==> config.mk <==
export PLATFORM = sky130hd
export DESIGN_NAME = joystick_scanner_6btn_flat
export DESIGN_NICKNAME = d
export VERILOG_FILES = /design/src/rtl/joystick_scanner_6btn_if.sv /design/src/rtl/joystick_scanner_6btn.sv /design/src/flat_wrapper.sv
export SDC_FILE = /design/constraint.sdc
export NUM_CORES = 1
export LEC_CHECK = 0
export ABC_AREA = 1
export CORE_MARGIN = 2
export CORE_UTILIZATION = 35
export CTS_BUF_LIST = sky130_fd_sc_hd__clkbuf_16
export CTS_CLUSTER_DIAMETER = 40
export DETAILED_ROUTE_END_ITERATION = 8
export DONT_BUFFER_PORTS = 1
export GPL_ROUTABILITY_DRIVEN = 0
export PLACE_DENSITY = 0.52
export RECOVER_POWER = 50
export SLEW_MARGIN = 20
export SYNTH_ARGS = -nofsm -noshare
export SYNTH_HDL_FRONTEND = slang
export SYNTH_SLANG_ARGS = --single-unit
==> constraint.sdc <==
create_clock -name clk -period 3.28 [get_ports clk]
set_input_delay 0.656 -clock clk [delete_from_list [all_inputs] [get_ports clk]]
set_output_delay 0.656 -clock clk [all_outputs]
set_load 0.02 [all_outputs]
==> src/rtl/joystick_scanner_6btn_if.sv <==
// Serial bus between the scanner and the external parallel-in shift-register
// chain that serves both DB9 ports.
//   joy_data   : serial data from the chain (chain -> scanner)
//   joy_clk    : shift clock to the chain
//   joy_load_n : parallel-load strobe to the chain, active low
//   joy_sel    : select line to both DB9 ports (pin 7)
// master = scanner side, slave = pad/shift-register side.
interface joystick_scanner_6btn_if;
  logic joy_data;
  logic joy_clk;
  logic joy_load_n;
  logic joy_sel;

  modport master (
    input  joy_data,
    output joy_clk,
    output joy_load_n,
    output joy_sel
  );

  modport slave (
    output joy_data,
    input  joy_clk,
    input  joy_load_n,
    input  joy_sel
  );
endinterface

==> src/rtl/joystick_scanner_6btn.sv <==
// Two-port Genesis-style 6-button pad scanner. Each frame runs 8 scans with
// joy_sel alternating 1/0, then publishes both ports' buttons at once.
// A scan parallel-loads the chain and shifts out 16 bits
// (bits 0-7 port 1, bits 8-15 port 2; per port U,D,L,R,P6,P9,-,-).
//   clk         : system clock
//   reset_n     : asynchronous active-low reset
//   joy         : serial chain bus (master modport)
//   joy1_o      : port-1 buttons, active low, {M,X,Y,Z,S,A,C,B,R,L,D,U}
//   joy2_o      : port-2 buttons, same format
//   frame_done  : one-clk pulse when joy1_o/joy2_o update
module joystick_scanner_6btn #(
  parameter int CLKDIV       = 8,
  parameter int SETTLE_TICKS = 4,
  parameter int GAP_TICKS    = 12500
) (
  input  logic                   clk,
  input  logic                   reset_n,
  joystick_scanner_6btn_if.master joy,
  output logic [11:0]            joy1_o,
  output logic [11:0]            joy2_o,
  output logic                   frame_done
);
  localparam int GAP_W = (GAP_TICKS > 1) ? $clog2(GAP_TICKS) : 1;
  localparam logic [7:0]       TICK_LAST   = 8'(CLKDIV - 1);
  localparam logic [7:0]       SETTLE_LAST = 8'(SETTLE_TICKS - 1);
  localparam logic [GAP_W-1:0] GAP_LAST    = GAP_W'(GAP_TICKS - 1);

  typedef enum logic [2:0] {S_IDLE, S_LOAD, S_SHIFT, S_SETTLE, S_UPDATE} state_t;

  state_t           state_q;
  logic [7:0]       tick_cnt_q, tick_cnt_d;
  logic             tick;
  logic [GAP_W-1:0] gap_cnt_q;
  logic [7:0]       sub_cnt_q;
  logic [3:0]       bit_cnt_q;
  logic [2:0]       phase_q;
  logic [15:0]      sreg_q;
  logic [11:0]      cap1_q, cap2_q;
  logic             six1_q, six2_q;
  logic [11:0]      joy1_q, joy2_q;
  logic             frame_done_q, joy_clk_q, joy_load_n_q, joy_sel_q;

  // Fold one scanned port byte {-,-,P9,P6,R,L,D,U} into the capture word.
  function automatic logic [11:0] cap_upd(logic [11:0] cap, logic [7:0] b,
                                          logic [2:0] ph);
    logic [11:0] c;
    c = cap;
    case (ph)
      3'd0:    c[5:0]  = b[5:0];  // C,B,R,L,D,U
      3'd1:    c[7:6]  = b[5:4];  // S,A
      3'd6:    c[11:8] = b[3:0];  // M,X,Y,Z
      default: c = cap;
    endcase
    return c;
  endfunction

  // Pads without the 6-button signature report M,X,Y,Z released.
  function automatic logic [11:0] out_sel(logic [11:0] cap, logic six);
    return six ? cap : {4'hF, cap[7:0]};
  endfunction

  // Free-running tick divider.
  always_comb begin
    tick       = (tick_cnt_q == TICK_LAST);
    tick_cnt_d = tick ? 8'd0 : tick_cnt_q + 8'd1;
  end

  always_ff @(posedge clk or negedge reset_n) begin
    if (!reset_n) tick_cnt_q <= 8'd0;
    else          tick_cnt_q <= tick_cnt_d;
  end

  always_ff @(posedge clk or negedge reset_n) begin
    if (!reset_n) begin
      state_q      <= S_IDLE;
      gap_cnt_q    <= '0;
      sub_cnt_q    <= 8'd0;
      bit_cnt_q    <= 4'd0;
      phase_q      <= 3'd0;
      sreg_q       <= 16'hFFFF;
      cap1_q       <= 12'hFFF;
      cap2_q       <= 12'hFFF;
      six1_q       <= 1'b0;
      six2_q       <= 1'b0;
      joy1_q       <= 12'hFFF;
      joy2_q       <= 12'hFFF;
      frame_done_q <= 1'b0;
      joy_clk_q    <= 1'b0;
      joy_load_n_q <= 1'b1;
      joy_sel_q    <= 1'b1;
    end else begin
      frame_done_q <= 1'b0;
      case (state_q)
        S_IDLE: if (tick) begin
          if (gap_cnt_q == GAP_LAST) begin
            gap_cnt_q    <= '0;
            sub_cnt_q    <= 8'd0;
            phase_q      <= 3'd0;
            joy_load_n_q <= 1'b0;
            state_q      <= S_LOAD;
          end else begin
            gap_cnt_q <= gap_cnt_q + GAP_W'(1);
          end
        end
        S_LOAD: if (tick) begin
          if (sub_cnt_q == 8'd1) begin
            joy_load_n_q <= 1'b1;
            bit_cnt_q    <= 4'd0;
            state_q      <= S_SHIFT;
          end else begin
            sub_cnt_q <= sub_cnt_q + 8'd1;
          end
        end
        S_SHIFT: if (tick) begin
          // joy_clk_q doubles as the low/high half-bit marker; data is
          // taken on the same edge that raises joy_clk, before the chain shifts.
          if (!joy_clk_q) begin
            joy_clk_q         <= 1'b1;
            sreg_q[bit_cnt_q] <= joy.joy_data;
          end else begin
            joy_clk_q <= 1'b0;
            if (bit_cnt_q == 4'd15) begin
              cap1_q    <= cap_upd(cap1_q, sreg_q[7:0], phase_q);
              cap2_q    <= cap_upd(cap2_q, sreg_q[15:8], phase_q);
              if (phase_q == 3'd5) begin
                six1_q <= (sreg_q[3:0] == 4'd0);
                six2_q <= (sreg_q[11:8] == 4'd0);
              end
              joy_sel_q <= ~joy_sel_q;
              sub_cnt_q <= 8'd0;
              state_q   <= S_SETTLE;
            end else begin
              bit_cnt_q <= bit_cnt_q + 4'd1;
            end
          end
        end
        S_SETTLE: if (tick) begin
          if (sub_cnt_q == SETTLE_LAST) begin
            sub_cnt_q <= 8'd0;
            if (phase_q == 3'd7) begin
              // Outputs and frame_done are registered together, so they are
              // valid during the single UPDATE cycle.
              phase_q      <= 3'd0;
              joy1_q       <= out_sel(cap1_q, six1_q);
              joy2_q       <= out_sel(cap2_q, six2_q);
              frame_done_q <= 1'b1;
              state_q      <= S_UPDATE;
            end else begin
              phase_q      <= phase_q + 3'd1;
              joy_load_n_q <= 1'b0;
              state_q      <= S_LOAD;
            end
          end else begin
            sub_cnt_q <= sub_cnt_q + 8'd1;
          end
        end
        S_UPDATE: state_q <= S_IDLE;
        default:  state_q <= S_IDLE;
      endcase
    end
  end

  assign joy.joy_clk    = joy_clk_q;
  assign joy.joy_load_n = joy_load_n_q;
  assign joy.joy_sel    = joy_sel_q;
  assign joy1_o         = joy1_q;
  assign joy2_o         = joy2_q;
  assign frame_done     = frame_done_q;
endmodule

==> src/flat_wrapper.sv <==
// flat-port wrapper written by rule: the top's interface ports become plain ports
module joystick_scanner_6btn_flat 
#(
  parameter int CLKDIV       = 8,
  parameter int SETTLE_TICKS = 4,
  parameter int GAP_TICKS    = 12500
)
  (clk, reset_n, joy1_o, joy2_o, frame_done, joy_joy_data, joy_joy_clk, joy_joy_load_n, joy_joy_sel);
  joystick_scanner_6btn_if joy_i ();
  input  logic clk;
  input  logic reset_n;
  output logic [11:0] joy1_o;
  output logic [11:0] joy2_o;
  output logic frame_done;
  input wire logic [$bits(joy_i.joy_data)-1:0] joy_joy_data;
  output wire logic [$bits(joy_i.joy_clk)-1:0] joy_joy_clk;
  output wire logic [$bits(joy_i.joy_load_n)-1:0] joy_joy_load_n;
  output wire logic [$bits(joy_i.joy_sel)-1:0] joy_joy_sel;
  assign joy_i.joy_data = joy_joy_data;
  assign joy_joy_clk = joy_i.joy_clk;
  assign joy_joy_load_n = joy_i.joy_load_n;
  assign joy_joy_sel = joy_i.joy_sel;
  joystick_scanner_6btn #(.CLKDIV(CLKDIV), .SETTLE_TICKS(SETTLE_TICKS), .GAP_TICKS(GAP_TICKS)) u_core (.clk(clk), .reset_n(reset_n), .joy(joy_i), .joy1_o(joy1_o), .joy2_o(joy2_o), .frame_done(frame_done));
endmodule
Word-level counts from Yosys, hierarchy flattened
Index checks and enable logic that the tools add are counted.
{"block": "word_totals", "input_bits": 3, "ff_bits": 110, "output_inout_bits": 28}
{"block": "op_classes", "mux": 53, "n_addsub": 5, "n_bitwise": 2, "n_lt_le_gt_ge": 2, "n_reduce_logical": 23, "eq_ne": 24}
{"cell": "8-bit two-way mux", "n": 10}
{"cell": "3-bit two-way mux", "n": 15}
{"cell": "8-bit one-hot mux with 4 select lines", "n": 1}
{"cell": "5-bit AND reduction", "n": 5}
{"cell": "12-bit two-way mux", "n": 2}
{"cell": "4-bit two-way mux", "n": 5}
{"cell": "2-bit by 1-bit inequality test with 1-bit output (second input constant)", "n": 9}
{"cell": "9-bit AND reduction", "n": 2}
{"cell": "8-bit by 1-bit adder with 8-bit output (second input constant)", "n": 2}
{"cell": "16-bit bitwise mux", "n": 1}
{"cell": "14-bit by 1-bit adder with 14-bit output (second input constant)", "n": 1}
{"cell": "14-bit == test (second input constant)", "n": 1}
{"cell": "14-bit two-way mux", "n": 1}
{"cell": "1-bit two-way mux", "n": 13}
{"cell": "3-bit one-hot mux with 4 select lines", "n": 1}
{"cell": "3-bit == test (second input constant)", "n": 3}
{"cell": "8-bit by 1-bit == test with 1-bit output (second input constant)", "n": 1}
{"cell": "8-bit by 2-bit == test with 1-bit output (second input constant)", "n": 1}
{"cell": "8-bit by 3-bit == test with 1-bit output (second input constant)", "n": 1}
{"cell": "4-bit zero test", "n": 2}
{"cell": "4-bit one-hot mux with 2 select lines", "n": 1}
{"cell": "4-bit AND reduction", "n": 2}
{"cell": "8-bit AND reduction", "n": 1}
{"cell": "3-bit by 1-bit == test with 1-bit output (second input constant)", "n": 2}
{"cell": "other kinds (19)", "n": 26}

Logic depth before layout (Yosys ltp)
{"block": "logic_depth", "word_depth": 5, "mapped_depth": 10, "depth_no_buf": 10}

Least setup slack after synthesis
No wires, ideal clock.
{"block": "synth_timing", "path_kind": "register -> register", "startpoint": "register u_core.tick_cnt_q[0]", "endpoint": "register u_core.cap1_q[0]", "setup_ns": 0.076, "path_stages_with_launch": 10, "synth_period_minus_slack_ns": 1.597, "arrival_time_ns": 1.521, "setup_slack_ns": 1.683, "path_cell_list": "dfrtp_1 -> ha_1 -> nand2_1 -> nor2_1 -> nand2_1 -> nor2_4 -> nand4_4 -> buf_2 -> o21ai_1 -> inv_1"}
{"block": "synth_via", "elab_chain_len": 2}
{"element": "start: declaration", "line_no": "joystick_scanner_6btn.sv:31", "rtl": "logic [7:0] tick_cnt_q, tick_cnt_d;"}
{"element": "start signal: assignment", "line_no": "joystick_scanner_6btn.sv:70", "rtl": "else tick_cnt_q <= tick_cnt_d;"}
{"element": "8-bit by 3-bit == test with 1-bit output", "line_no": "joystick_scanner_6btn.sv:64", "rtl": "tick = (tick_cnt_q == TICK_LAST);"}
{"element": "5-bit AND reduction (no source line)"}
{"element": "end signal: assignment", "line_no": "joystick_scanner_6btn.sv:123", "rtl": "cap1_q <= cap_upd(cap1_q, sreg_q[7:0], phase_q);"}
{"element": "end: declaration", "line_no": "joystick_scanner_6btn.sv:38", "rtl": "logic [11:0] cap1_q, cap2_q;"}
Every way passes these cells.
A chain may end at the register's enable or synchronous reset.

Worst setup path in the final report
{"block": "layout_timing", "startpoint": "register u_core.tick_cnt_q[0]", "endpoint": "register u_core.gap_cnt_q[8]"}
{"block": "layout_via", "elab_chain_len": 2}
{"element": "8-bit by 3-bit == test with 1-bit output", "line_no": "joystick_scanner_6btn.sv:64"}
{"element": "2-bit AND reduction (no source line)"}
{"element": "end signal: assignment", "line_no": "joystick_scanner_6btn.sv:102", "rtl": "gap_cnt_q <= gap_cnt_q + GAP_W'(1);"}
{"element": "end: declaration", "line_no": "joystick_scanner_6btn.sv:33", "rtl": "logic [GAP_W-1:0] gap_cnt_q;"}
Every way passes these cells.

==> results.md <==
- Final period util: 0.670
- Synth area leader: dfstp_2
- TritonCTS clock tree: done
- Detailed Route Iter0 Violations: 208
- Layout area overhead: 9.53%
- CP max stage cell: nor2_1
- Die Y: 128 um
- CP startpoint: u_core.tick_cnt_q[0]
- I/O pin cnt: 31
- Syn_area_per_cell: 8.22 um2
- Die X: 128 um
- Root Buffer: clkbuf_16
- H-tree levels: 3
- Worst vdd ir: 0.000270 V
- Top FF cell, synth: dfstp_2
- # nets final: 672
- Num rows: 45
- P_leak: 2.81 nW
- First-pass GRT wire length: 19.2 mm
- Buffers on Ports: 0
- Worst min-delay path class: in -> async
- RSZ-0062 raised after global routing: false
- Outcome: completed
- Share of the synthesized area in the top cell type: 0.303
- Max Freq: 455 MHz
- Post-DP HPWL: 7.66 mm
- CP top delay family: simple AND/OR/NAND/NOR gates
- Crit path cell chain: ha_1 > nand3_1 > nor2_1 > nand2_2 > inv_2 > nand3_1 > nor2_1 > a21oi_1
- Die area: 16,400 um2
- Global route overflow: 0
- WL final: 11.0 mm
- Minimum clock period: 2.20 ns
- Comb pwr share: 0.007
- Clock Power Share: 0.456
- Setup violators final: 0
- Slew Limit Headroom: 0.566
- DRC Markers: 0
- Vias in the first global route: 3,990
- Max Cap Viol: 0
- Post-synthesis cell type count: 37
- Largest net degree at the start of global routing: 64
- Setup repair bufs after CTS: 0
- CTS Buf Count: 9
- Share of layout cells above drive strength 1: 0.154
- Slew Limit Fails: 0
- CP required: 3.54 ns
- Setup Skew: 0.0107 ns
- EDFF count, synth: 0
- Post-Syn Instances: 655
- Initial antenna violation count: 0
- GRT Overall Usage: 0.148
- Antenna viol nets, final: 0
- Warnings from Yosys: 0
- Fin Setup TNS: 0 ns
- CP Max Fanout: 18
- Sequential element share of the synthesized area: 0.507
- DR pass1 iterations: 4
- WL/cell: 13.0 um
- Clock transition at the registers of the reported paths: 0.08 ns
- CP Capture Type: flop
- Arr. time, crit path: 2.46 ns
- Worst Tran Pin Value: 0.648 ns
- Clock Latency Late Sink: 0.37 ns
- Total number of vias: 4,046
- Top cells by area, synth: dfstp_2 (30%), dfrtp_1 (20%), nand2_1 (11%)
- CP max stage delay: 0.53 ns
- Final Hold Vio Count: 0
- Async S/R FF share, synth: 1.00
- Via density: 4.77
- Crit path launch type: flop
- Effective utilization at floorplan: 0.357
- WP buf/inv: 1
- Sequential Power Share: 0.537
- TritonCTS Sinks: 106
- P_int: 0.00186 W
- Reg2Reg Launch Point: u_core.tick_cnt_q[0]
- Core area: 15,100 um2
- Crit path kind: reg -> reg
- Net count after synthesis: 671
- Sw Ratio: 0.236
- Sw Pwr: 0.000576 W
- Maximum clock path buffer count: 2
- Power Total: 0.00244 W
- Pwr per Cell Area: 414 nW/um2
- Hold_ws: 0.125 ns
- Mapped Area: 5380 um2
- N_diodes: 0
- #FFs+latches synth: 106
-- cell usage after synthesis, types with 4 or more instances --
master   count
nand2_1    164
inv_1       88
nor2_1      73
dfstp_2     62
dfrtp_1     44
o21ai_1     42
nand3_1     38
o21ai_0     29
a21oi_1     19
ha_1        13
nor3_1      11
xor2_1      10
nand4_1      9
buf_2        8
nor2_4       5
inv_2        4
nand2_2      4
xnor2_1      4
-- logic make-up (layout without fill, tap and decap cells) --
kind of cell    Yosys count  count (layout)  share of synthesized area
fa+ha+maj                13              13                     0.0302
simple gates            320             320                      0.268
xor+xnor                 14              14                     0.0228
flops                   106             106                      0.507
compound gates           97              97                     0.0953
buf+inv                 105             111                     0.0762
-- power groups by stage --
| stage | clock (W) | sequential (W) | combinational [W] |
|---|---|---|---|
| after floorplan | 0 | 0.00133 | 0.00000207 |
| after global placement | 0 | 0.00133 | 0.00000271 |
| after detailed placement | 0 | 0.00133 | 0.00000280 |
| after CTS | 0.00116 | 0.00131 | 0.0000181 |
| after global routing | 0.00120 | 0.00131 | 0.0000198 |
| final | 0.00111 | 0.00131 | 0.0000167 |
-- flip-flops by register name, indices dropped and copies added (netlist names) --
name and count:
u_core.joy1_o 12, u_core.joy.joy_load_n 1, u_core.cap1_q 12, u_core.joy.joy_clk 1, u_core.state_q 3, u_core.sub_cnt_q 8
u_core.six2_q 1, u_core.joy2_o 12, u_core.tick_cnt_q 8, u_core.six1_q 1, u_core.bit_cnt_q 4, u_core.sreg_q 12
u_core.gap_cnt_q 14, u_core.joy.joy_sel 1, u_core.frame_done 1, u_core.phase_q 3, u_core.cap2_q 12
-- layout make-up --
class / count / area [um2]
Timing Repair Buffer: 2 / 35.0
Clock buffer: 9 / 225
Clock inverter: 7 / 88.8
Tap cell: 188 / 235
Fill cell: 1527 / 9190
Inverter: 93 / 352
Sequential cell: 106 / 2730
Multi-Input combinational cell: 444 / 2230
-- metal layers --
layer / routed length, um / track usage / up-vias / part of all wire
li1: - / - / 2080 / -
met1: 5330 / 0.193 / 1898 / 0.48
met2: 5120 / 0.238 / 50 / 0.46
met3: 378 / 0.0355 / 18 / 0.034
met4: 226 / 0.0595 / 0 / 0.020
met5: 0 / 0 / - / 0
-- worst reg2reg max path, delay by kind of cell (launching register included) --
kind	cells	cell delay, ns
AOI/OAI and AO/OA	1	0.04
adders and majority gates	1	0.21
DFF	1	0.37
buffers and inverters	1	0.25
and+or+nand+nor	5	1.21
-- repair_timing --
item | 4_1_cts | 5_1_grt
hold endpoints to repair | 44 | 0
hold buffers | 1 | 0
gates resized for setup | 0 | 0
-- final timing paths --
kind                                   endpoint  slack [ns]  cells after the start
max                         u_core.gap_cnt_q[8]        1.08                      8
min                         u_core.sub_cnt_q[5]        0.12                      1
max reg2reg                 u_core.gap_cnt_q[8]        1.08                      8
min reg2reg                u_core.tick_cnt_q[0]        0.47                      1
max in group asynchronous     u_core.state_q[0]        2.92                      1
min in group clk           u_core.tick_cnt_q[0]        0.47                      1
-- metrics by stage --
| stage | instances | util | setup WS [ns] | cell area [um2] |
|---|---|---|---|---|
| 5_1_grt | 849 | 0.391 | 0.850 | 5900 |
| 2_1_floorplan | 655 | - | 1.68 | 5380 |
| 3_3_place_gp | 832 | 0.369 | 1.46 | 5570 |
| 4_1_cts | 849 | 0.392 | 1.36 | 5910 |
| 3_5_place_dp | 832 | 0.369 | 1.37 | 5570 |
| 6_report | 849 | 0.391 | 1.08 | 5900 |
-- cell usage in the layout, fill, tap and decap left out, types with 3 or more instances in the layout --
cell type	netlist	final
ha_1	13	13
inv_1	88	88
xnor2_1	4	4
nor2_1	73	74
dfstp_2	62	59
inv_2	4	4
dfrtp_1	44	44
a21oi_1	19	19
o21ai_1	42	42
o31ai_1	3	3
o21ai_0	29	29
xor2_1	10	10
clkinv_8	0	3
clkbuf_16	0	9
nand4_1	9	9
dfstp_1	0	3
nand3b_1	3	3
nand2_1	164	164
nand2_2	4	4
nor3_1	11	11
nor2_4	5	4
nor2_2	3	3
nand3_1	38	39
Power figures use the tool's default switching activity.
